[src/rtl/pipe_hazard_ctrl_pkg.sv]
// Shared types and constants for the pipeline hazard/forwarding controller.
package pipe_hazard_ctrl_pkg;

   localparam int unsigned DEF_REG_ADDR_W = 4;
   localparam int unsigned DEF_NUM_STAGES = 3;
   localparam int unsigned FWD_REGFILE    = 0;

   typedef logic [$clog2(DEF_NUM_STAGES)-1:0] fwd_sel_t;

   typedef struct packed {
      logic                      valid;
      logic [DEF_REG_ADDR_W-1:0] rd;
      logic                      reg_write;
      logic                      mem_to_reg;
   } hazard_entry_t;

   typedef struct packed {
      logic                      halt;
      logic [DEF_REG_ADDR_W-1:0] deco_a1;
      logic [DEF_REG_ADDR_W-1:0] deco_a2;
      logic                      deco_a1_used;
      logic                      deco_a2_used;
      logic [DEF_REG_ADDR_W-1:0] deco_rd;
      logic                      deco_reg_write;
      logic                      deco_mem_to_reg;
      logic                      pc_src_exe;
   } hazard_ctrl_in_t;

   typedef struct packed {
      logic     stall_fetch;
      logic     stall_deco;
      logic     flush_deco;
      logic     flush_exe;
      fwd_sel_t fwd_a_sel;
      fwd_sel_t fwd_b_sel;
   } hazard_ctrl_out_t;

endpackage

[src/rtl/pipe_hazard_ctrl_fwd_select.sv]
// Priority match of one EX operand against the MEM..WB scoreboard entries;
// the youngest qualifying producer wins.
module pipe_hazard_ctrl_fwd_select
   import pipe_hazard_ctrl_pkg::*;
#(
   parameter int unsigned REG_ADDR_W     = 4,
   parameter int unsigned NUM_STAGES     = 3,
   parameter int unsigned LOAD_FWD_STAGE = 2,
   parameter int unsigned PC_REG         = 15,
   parameter int unsigned SEL_W          = $clog2(NUM_STAGES)
) (
   input  logic [NUM_STAGES-1:1]              ent_valid,
   input  logic [NUM_STAGES-1:1]              ent_reg_write,
   input  logic [NUM_STAGES-1:1]              ent_mem_to_reg,
   input  logic [(NUM_STAGES-1)*REG_ADDR_W-1:0] ent_rd,
   input  logic [REG_ADDR_W-1:0]              src,
   input  logic                               src_used,
   output logic [SEL_W-1:0]                   sel
);

   localparam logic [REG_ADDR_W-1:0] PC_ADDR = REG_ADDR_W'(PC_REG);

   logic found;

   always_comb begin
      sel   = SEL_W'(FWD_REGFILE);
      found = 1'b0;
      for (int unsigned k = 1; k < NUM_STAGES; k++) begin
         if (!found && ent_valid[k] && ent_reg_write[k] && src_used && (src != PC_ADDR) &&
             (ent_rd[(k-1)*REG_ADDR_W +: REG_ADDR_W] == src) &&
             (!ent_mem_to_reg[k] || (k >= LOAD_FWD_STAGE))) begin
            sel   = SEL_W'(k);
            found = 1'b1;
         end
      end
   end

endmodule

[src/rtl/pipe_hazard_ctrl.sv]
// Hazard and forwarding controller: scoreboard of in-flight destinations,
// forwarding selects, load-use stall, branch flush, halt freeze, event counters.
module pipe_hazard_ctrl
   import pipe_hazard_ctrl_pkg::*;
#(
   parameter int unsigned REG_ADDR_W     = 4,
   parameter int unsigned NUM_STAGES     = 3,
   parameter int unsigned LOAD_FWD_STAGE = 2,
   parameter int unsigned PC_REG         = 15,
   parameter int unsigned CNT_W          = 16,
   parameter int unsigned SEL_W          = $clog2(NUM_STAGES)
) (
   input  logic                  clk,
   input  logic                  reset,
   input  logic                  halt,
   input  logic [REG_ADDR_W-1:0] deco_a1,
   input  logic [REG_ADDR_W-1:0] deco_a2,
   input  logic                  deco_a1_used,
   input  logic                  deco_a2_used,
   input  logic [REG_ADDR_W-1:0] deco_rd,
   input  logic                  deco_reg_write,
   input  logic                  deco_mem_to_reg,
   input  logic                  pc_src_exe,
   output logic                  stall_fetch,
   output logic                  stall_deco,
   output logic                  flush_deco,
   output logic                  flush_exe,
   output logic [SEL_W-1:0]      fwd_a_sel,
   output logic [SEL_W-1:0]      fwd_b_sel,
   output logic [CNT_W-1:0]      stall_cnt,
   output logic [CNT_W-1:0]      flush_cnt
);

   localparam logic [REG_ADDR_W-1:0] PC_ADDR = REG_ADDR_W'(PC_REG);

   logic [NUM_STAGES-1:0]                 vld_q, vld_d;
   logic [NUM_STAGES-1:0]                 rw_q, rw_d;
   logic [NUM_STAGES-1:0]                 m2r_q, m2r_d;
   logic [NUM_STAGES-1:0][REG_ADDR_W-1:0] rd_q, rd_d;
   logic [REG_ADDR_W-1:0]                 ex_a1_q, ex_a1_d, ex_a2_q, ex_a2_d;
   logic                                  ex_a1_used_q, ex_a1_used_d;
   logic                                  ex_a2_used_q, ex_a2_used_d;
   logic [CNT_W-1:0]                      stall_cnt_q, stall_cnt_d;
   logic [CNT_W-1:0]                      flush_cnt_q, flush_cnt_d;

   logic                                  luse;
   logic                                  bubble;
   logic [SEL_W-1:0]                      fwd_a_raw, fwd_b_raw;

   pipe_hazard_ctrl_fwd_select #(
      .REG_ADDR_W    (REG_ADDR_W),
      .NUM_STAGES    (NUM_STAGES),
      .LOAD_FWD_STAGE(LOAD_FWD_STAGE),
      .PC_REG        (PC_REG),
      .SEL_W         (SEL_W)
   ) u_fwd_a (
      .ent_valid     (vld_q[NUM_STAGES-1:1]),
      .ent_reg_write (rw_q[NUM_STAGES-1:1]),
      .ent_mem_to_reg(m2r_q[NUM_STAGES-1:1]),
      .ent_rd        (rd_q[NUM_STAGES-1:1]),
      .src           (ex_a1_q),
      .src_used      (ex_a1_used_q),
      .sel           (fwd_a_raw)
   );

   pipe_hazard_ctrl_fwd_select #(
      .REG_ADDR_W    (REG_ADDR_W),
      .NUM_STAGES    (NUM_STAGES),
      .LOAD_FWD_STAGE(LOAD_FWD_STAGE),
      .PC_REG        (PC_REG),
      .SEL_W         (SEL_W)
   ) u_fwd_b (
      .ent_valid     (vld_q[NUM_STAGES-1:1]),
      .ent_reg_write (rw_q[NUM_STAGES-1:1]),
      .ent_mem_to_reg(m2r_q[NUM_STAGES-1:1]),
      .ent_rd        (rd_q[NUM_STAGES-1:1]),
      .src           (ex_a2_q),
      .src_used      (ex_a2_used_q),
      .sel           (fwd_b_raw)
   );

   // A load still too young to forward blocks a decode instruction reading its rd.
   always_comb begin
      luse = 1'b0;
      for (int unsigned j = 0; j < NUM_STAGES; j++) begin
         if ((j + 1 < LOAD_FWD_STAGE) && vld_q[j] && m2r_q[j] && rw_q[j] &&
             ((deco_a1_used && (deco_a1 == rd_q[j]) && (deco_a1 != PC_ADDR)) ||
              (deco_a2_used && (deco_a2 == rd_q[j]) && (deco_a2 != PC_ADDR))))
            luse = 1'b1;
      end
   end

   always_comb begin
      stall_fetch = 1'b0;
      stall_deco  = 1'b0;
      flush_deco  = 1'b0;
      flush_exe   = 1'b0;
      fwd_a_sel   = fwd_a_raw;
      fwd_b_sel   = fwd_b_raw;
      if (!reset) begin
         flush_deco = 1'b1;
         flush_exe  = 1'b1;
         fwd_a_sel  = SEL_W'(FWD_REGFILE);
         fwd_b_sel  = SEL_W'(FWD_REGFILE);
      end else if (halt) begin
         stall_fetch = 1'b1;
         stall_deco  = 1'b1;
      end else if (pc_src_exe) begin
         flush_deco = 1'b1;
         flush_exe  = 1'b1;
      end else if (luse) begin
         stall_fetch = 1'b1;
         stall_deco  = 1'b1;
         flush_exe   = 1'b1;
      end
   end

   assign bubble = pc_src_exe | luse;

   always_comb begin
      vld_d        = vld_q;
      rw_d         = rw_q;
      m2r_d        = m2r_q;
      rd_d         = rd_q;
      ex_a1_d      = ex_a1_q;
      ex_a2_d      = ex_a2_q;
      ex_a1_used_d = ex_a1_used_q;
      ex_a2_used_d = ex_a2_used_q;
      stall_cnt_d  = stall_cnt_q;
      flush_cnt_d  = flush_cnt_q;
      if (!halt) begin
         for (int unsigned k = 1; k < NUM_STAGES; k++) begin
            vld_d[k] = vld_q[k-1];
            rw_d[k]  = rw_q[k-1];
            m2r_d[k] = m2r_q[k-1];
            rd_d[k]  = rd_q[k-1];
         end
         vld_d[0]     = ~bubble;
         rw_d[0]      = bubble ? 1'b0 : deco_reg_write;
         m2r_d[0]     = bubble ? 1'b0 : deco_mem_to_reg;
         rd_d[0]      = bubble ? '0 : deco_rd;
         ex_a1_d      = bubble ? '0 : deco_a1;
         ex_a2_d      = bubble ? '0 : deco_a2;
         ex_a1_used_d = bubble ? 1'b0 : deco_a1_used;
         ex_a2_used_d = bubble ? 1'b0 : deco_a2_used;
         if (luse && !pc_src_exe && (stall_cnt_q != '1))
            stall_cnt_d = stall_cnt_q + CNT_W'(1);
         if (pc_src_exe && (flush_cnt_q != '1))
            flush_cnt_d = flush_cnt_q + CNT_W'(1);
      end
   end

   always_ff @(posedge clk) begin
      if (!reset) begin
         vld_q        <= '0;
         rw_q         <= '0;
         m2r_q        <= '0;
         rd_q         <= '0;
         ex_a1_q      <= '0;
         ex_a2_q      <= '0;
         ex_a1_used_q <= 1'b0;
         ex_a2_used_q <= 1'b0;
         stall_cnt_q  <= '0;
         flush_cnt_q  <= '0;
      end else begin
         vld_q        <= vld_d;
         rw_q         <= rw_d;
         m2r_q        <= m2r_d;
         rd_q         <= rd_d;
         ex_a1_q      <= ex_a1_d;
         ex_a2_q      <= ex_a2_d;
         ex_a1_used_q <= ex_a1_used_d;
         ex_a2_used_q <= ex_a2_used_d;
         stall_cnt_q  <= stall_cnt_d;
         flush_cnt_q  <= flush_cnt_d;
      end
   end

   assign stall_cnt = stall_cnt_q;
   assign flush_cnt = flush_cnt_q;

endmodule

[config.mk]
export PLATFORM = sky130hd
export DESIGN_NAME = pipe_hazard_ctrl
export DESIGN_NICKNAME = d
export VERILOG_FILES = /design/src/rtl/pipe_hazard_ctrl_pkg.sv /design/src/rtl/pipe_hazard_ctrl_fwd_select.sv /design/src/rtl/pipe_hazard_ctrl.sv
export SDC_FILE = /design/constraint.sdc
export NUM_CORES = 1
export LEC_CHECK = 0
export CAP_MARGIN = 20
export CORE_UTILIZATION = 56
export DETAILED_ROUTE_END_ITERATION = 10
export PLACE_DENSITY = 0.85
export SYNTH_ARGS = -nofsm -noshare
export SYNTH_HDL_FRONTEND = slang
export SYNTH_SLANG_ARGS = --single-unit
[constraint.sdc]
create_clock -name clk -period 2.7 [get_ports clk]
set_input_delay 0.27 -clock clk [delete_from_list [all_inputs] [get_ports clk]]
set_output_delay 0.27 -clock clk [all_outputs]
set_load 0.05 [all_outputs]
Word-level counts from Yosys, hierarchy flattened
Index checks and enable logic that the tools add are counted.
{"block": "word_totals", "ff_bits": 62, "out_inout_bits": 40}
{"block": "op_classes", "n_eq_ne": 12, "add_sub_neg": 2, "mux": 26, "n_bitwise": 3, "n_reduce_logical": 36}
{"cell": "adder 16 x 1 -> 16 bit, second input constant", "n": 2}
{"cell": "inequality test 16 bit, second input constant", "n": 2}
{"cell": "logical AND 1 bit", "n": 29}
{"cell": "== test 4 bit", "n": 6}
{"cell": "two-way mux 1 bit", "n": 19}
{"cell": "inequality test 4 bit, second input constant", "n": 4}
{"cell": "two-way mux 4 bit", "n": 3}
{"cell": "two-way mux 2 bit", "n": 4}
{"cell": "logical NOT 1 bit", "n": 4}
{"cell": "AND reduction 2 bit", "n": 2}
{"cell": "NOT 1 bit", "n": 2}
{"cell": "logical OR 1 bit", "n": 1}
{"cell": "bitwise OR 1 bit", "n": 1}

Depth between registers and ports, before layout
{"block": "depth", "depth_word": 14, "depth_mapped": 9}

Cells and area by module
From an unflattened synthesis, not the netlist that was laid out.
{"block": "hier_totals", "cells_unflattened": 341, "area_unflattened_um2": 3025.4}
{"mod": "pipe_hazard_ctrl", "instances": 1, "area_each_um2": 2777.7, "cells_per_inst": 307}
{"mod": "pipe_hazard_ctrl_fwd_select", "instances": 2, "area_each_um2": 123.9, "cells_per_inst": 17}

Worst setup path after synthesis
Ideal clock, no wire load.
{"block": "synth_path", "path_type": "input-to-output", "start": "input port reset", "end": "output port fwd_b_sel[1]", "setup_slack_ps": 7, "n_path_buf": 2, "cell_stages": 4, "arrival_time_ps": 2423, "cell_sequence": "clkbuf_1 > clkbuf_1 > nand4_1 > nor4_1"}
{"block": "synth_via", "elab_chain_len": 1}
{"item": "from (decl)", "line": "pipe_hazard_ctrl.sv:14", "source": "input logic reset,"}
{"item": "two-way mux 2 bit", "line": "pipe_hazard_ctrl.sv:100", "source": "if (!reset) begin"}
{"item": "to (decl)", "line": "pipe_hazard_ctrl.sv:29", "source": "output logic [SEL_W-1:0] fwd_b_sel,"}
No other way between the ends.

Worst setup path after layout
{"block": "layout_path", "start": "register rd_q[0] in the netlist's numbering", "end": "output port flush_exe"}
{"block": "layout_via", "elab_chain_len": 10, "word_cells_on_any_way": 13, "cone_classes": "2 x eq/ne; 5 x mux; 6 x reduce/logical"}
{"item": "from (decl)", "line": "pipe_hazard_ctrl.sv:39", "source": "logic [NUM_STAGES-1:0][REG_ADDR_W-1:0] rd_q, rd_d;"}
{"item": "from (signal assigned)", "line": "pipe_hazard_ctrl.sv:169", "source": "rd_q <= rd_d;"}
{"item": "== test 4 bit (on tied branches)", "line": "pipe_hazard_ctrl.sv:87, pipe_hazard_ctrl.sv:88"}
{"item": "logical AND 1 bit (on tied branches) (2 in a row)", "line": "pipe_hazard_ctrl.sv:87, pipe_hazard_ctrl.sv:88"}
{"item": "logical OR 1 bit *", "line": "pipe_hazard_ctrl.sv:87", "source": "((deco_a1_used && (deco_a1 == rd_q[j]) && (deco_a1 != PC_ADDR)) ||"}
{"item": "logical AND 1 bit *", "line": "pipe_hazard_ctrl.sv:86", "source": "if ((j + 1 < LOAD_FWD_STAGE) && vld_q[j] && m2r_q[j] && rw_q[j] &&"}
{"item": "two-way mux 1 bit *", "line": "pipe_hazard_ctrl.sv:86"}
{"item": "two-way mux 1 bit *", "line": "pipe_hazard_ctrl.sv:111", "source": "end else if (luse) begin"}
{"item": "two-way mux 1 bit *", "line": "pipe_hazard_ctrl.sv:108", "source": "end else if (pc_src_exe) begin"}
{"item": "two-way mux 1 bit *", "line": "pipe_hazard_ctrl.sv:105", "source": "end else if (halt) begin"}
{"item": "two-way mux 1 bit *", "line": "pipe_hazard_ctrl.sv:100"}
{"item": "to (decl)", "line": "pipe_hazard_ctrl.sv:27", "source": "output logic flush_exe,"}
Mark *: on every way between the ends. The rest lies on a longest branch, timed or not.

==> flow_summary_export.csv <==
group,metric,value,unit
floorplan,io_pins,60,
worst_hold_path,hold_class,"reg2reg",
route,drt_iter0_drc,167,
global_route,grt.met1_usage,0.320,
logic_synthesis,async_flop_share,0,
setup_path,worstPathRequired,2430,ps
route,drc,0,
logic_synthesis,syn_area,3100,sq um
logic_synthesis,synth_top_cell_by_area,"dfxtp_1",
place,hpwl,5150,um
global_route,met3_usage,0.0695,
floorplan,dieArea,5840,sq um
setup_path,end_kind,"primary output",
logic_synthesis,synth-edff-count,0,
timing,fin_crit_sh,0.878,
place,gp_congestion,0.821,
timing,tightest_slew,652,ps
clocking,cts_setup_buffers,0,
finish,syn2layout_area_growth,27.0,%
floorplan,die_w,76.4,um
finish,antenna_cells,0,
logic_synthesis,yosysWarnings,0,
timing,hold_viol_final,0,
clocking,cts_made_buffers,9,
clocking,insertion_delay,340,ps
finish,nNetsFinal,419,
place,post-place-cells,456,
clocking,clkTransAtPathRegs,70,ps
global_route,grt_max_degree,28,
clocking,post_cts_resized,0,
run_status,status,"completed",
clocking,ctsHoldBuffers,0,
route,postRouteAntennaNets,0,
finish,seq_area,1240,sq um
timing,setup_tns,0,ps
route,vias,2811,
route,dr.pass1.iters,5,
setup_path,cp.arrival,2100,ps
floorplan,coreArea,5200,sq um
timing,fin_skew,6.18,ps
logic_synthesis,ys_ff_latch,62,
global_route,grt_usage,0.267,
setup_path,path_cells,"xnor2_2, nand4_1, o22a_1, nor2b_1, o21ai_0, buf_12",
finish,drive_gt1_frac,0.0775,
route,routedWlPerCell,15.3,um
clocking,cts_tree,"done",
route,via_per_inst,5.98,
timing,setup_viol,0,
timing,maxSlewViolCount,0,
global_route,grt_pass1_vias,2684,
logic_synthesis,syn_avg_cell_area,8.91,sq um
floorplan,rows,26,
place,port_buffers,59,
job,cap_violations,0,
logic_synthesis,netlist_top_cells_area,"dfxtp_1 (40%), mux2i_1 (6.8%), xnor2_1 (6.8%)",
timing,fmax,422,MHz
timing,worst_hold_slack,479,ps
clocking,htreeDepth,3,
power,vdd_drop_max,607,uV
clocking,root_buffer,"clkbuf_8",
finish,final_cells,470,
timing,fin_crit,2370,ps
route,drt-total-wl,7190,um
setup_path,critPathSlowestCell,"dfxtp_1",
floorplan,chipHeight,76.4,um
clocking,clock_sinks,62,
setup_path,critPathKind,"reg2out",
floorplan,start_util,0.595,
timing,slew_headroom,0.562,
setup_path,critPathLaunchType,"flip-flop",
logic_synthesis,synth_cells,348,
finish,multi_input_area,1720,sq um
finish,num-fill-cells,395,
clocking,clockBufferDepth,2,
power,power.density,471,nW/um^2
logic_synthesis,synth_top_area_share,0.400,
global_route,globalRouteOverflowTotal,0,
finish,final_util,0.756,
setup_path,cpPeakStageDelay,510,ps
global_route,grt_pass1_wl,12400,um
setup_path,cp_max_fo,6,
logic_synthesis,yosysUniqueCellTypes,44,
timing,rsz0062_at_grt,"false",
global_route,grt_util_met2,0.463,
logic_synthesis,synth_flop_cell,"dfxtp_1",
global_route,busiest_layer,"met2",
power,p_leak,1.37,nW
logic_synthesis,synth_nets,370,
logic_synthesis,ys_seq_area_frac,0.400,
global_route,antenna_found_initial,0,
## area by class of cell
cell class                 instances  share of cell area
clock buffer                      13              0.0429
inverter                           3             0.00286
tap                               70              0.0223
multi-input combinational        256               0.437
sequential                        62               0.315
clock inverter                     1             0.00127
timing repair buffer              65               0.179
## sequential cells by signal (all words and copies together), names as in the netlist, 2 cells and up
name and flops:
vld_q 3, m2r_q 2, rd_q 12, flush_cnt 16, ex_a2_q 4, ex_a1_q 4
rw_q 3, stall_cnt 16
## worst paths after layout
kind              endpoint  slack (ps)          from  cells after the start
min reg2reg   ex_a2_used_q         480  ex_a2_used_q                      1
max              flush_exe         330       rd_q[0]                      6
max reg2reg  stall_cnt[15]         680       rd_q[0]                      6
min           ex_a2_used_q         480  ex_a2_used_q                      1
## stage by stage
step | power, mW | setup slack [ps] | area, sq um
floorplan | 1.07 | 6.77 | 3100
detailed placement | 1.14 | 409 | 3760
global placement | 1.13 | 442 | 3760
finish | 1.85 | 331 | 3940
global route | 1.91 | 255 | 3940
CTS | 1.86 | 300 | 3940
## cell usage after synthesis, drive strengths merged (2+ instances only)
cell and instances:
or4 7, and3 6, inv 2, xnor2 25, xor2 6, dfxtp 62
nor3b 2, nand3 19, nor4 4, o21ai 8, nor2b 2, nand4 19
clkbuf 15, a21oi 14, a211oi 4, nor2 31, o31ai 7, and4 5
and2 4, a32o 16, buf 12, mux2i 21, nand2b 9, or3 6
nand2 27, ha 2, and4b 2
## placed cells by master (no fill, tap or decap), types with 5 or more instances in the layout
cell and n:
or3_1 6, and3_1 6, mux2i_1 21, and4_1 5, nand2b_1 9, clkbuf_8 12, buf_4 7, nor2_1 31
a21oi_1 14, nand3_1 19, nand2_1 27, or4_1 6, dfxtp_1 62, xor2_1 6, a32o_1 16, nand4_1 18
o21ai_0 8, o31ai_1 7, clkdlybuf4s50_1 51, xnor2_1 24, buf_12 7
## worst max-delay path, delay by kind of cell, from the launching register on
family / cells / cell delay, ps
XOR/XNOR: 1 / 170
AND/OR/NAND/NOR: 2 / 240
flip-flops: 1 / 510
AO/OA/AOI/OAI: 2 / 640
buffers and inverters: 1 / 200
## per-layer routing
metal | up-vias | wire length [um]
met2 | 96 | 3630
li1 | 1369 | -
met4 | 0 | 83
met3 | 10 | 387
met1 | 1336 | 3100
met5 | - | 0
## logic make-up (layout without fill, tap and decap cells)
group / count (synthesis) / in the layout / synth area share
AO/OA/AOI/OAI: 58 / 58 / 0.140
XOR/XNOR: 31 / 31 / 0.0900
adder cells (fa/ha/maj): 2 / 2 / 0.00807
buffers and inverters: 30 / 82 / 0.0448
flip-flops: 62 / 62 / 0.400
multiplexers: 21 / 21 / 0.0678
AND/OR/NAND/NOR: 144 / 144 / 0.249
## report_power, final
| group | switching [mW] | internal (mW) | leakage [nW] |
|---|---|---|---|
| Clock | 0.335 | 0.397 | 0.0914 |
| Combinational | 0.0890 | 0.0802 | 0.782 |
| Sequential | 0.0204 | 0.930 | 0.502 |
| Total | 0.445 | 1.41 | 1.37 |
No activity file was read; power rests on OpenSTA's default activity.
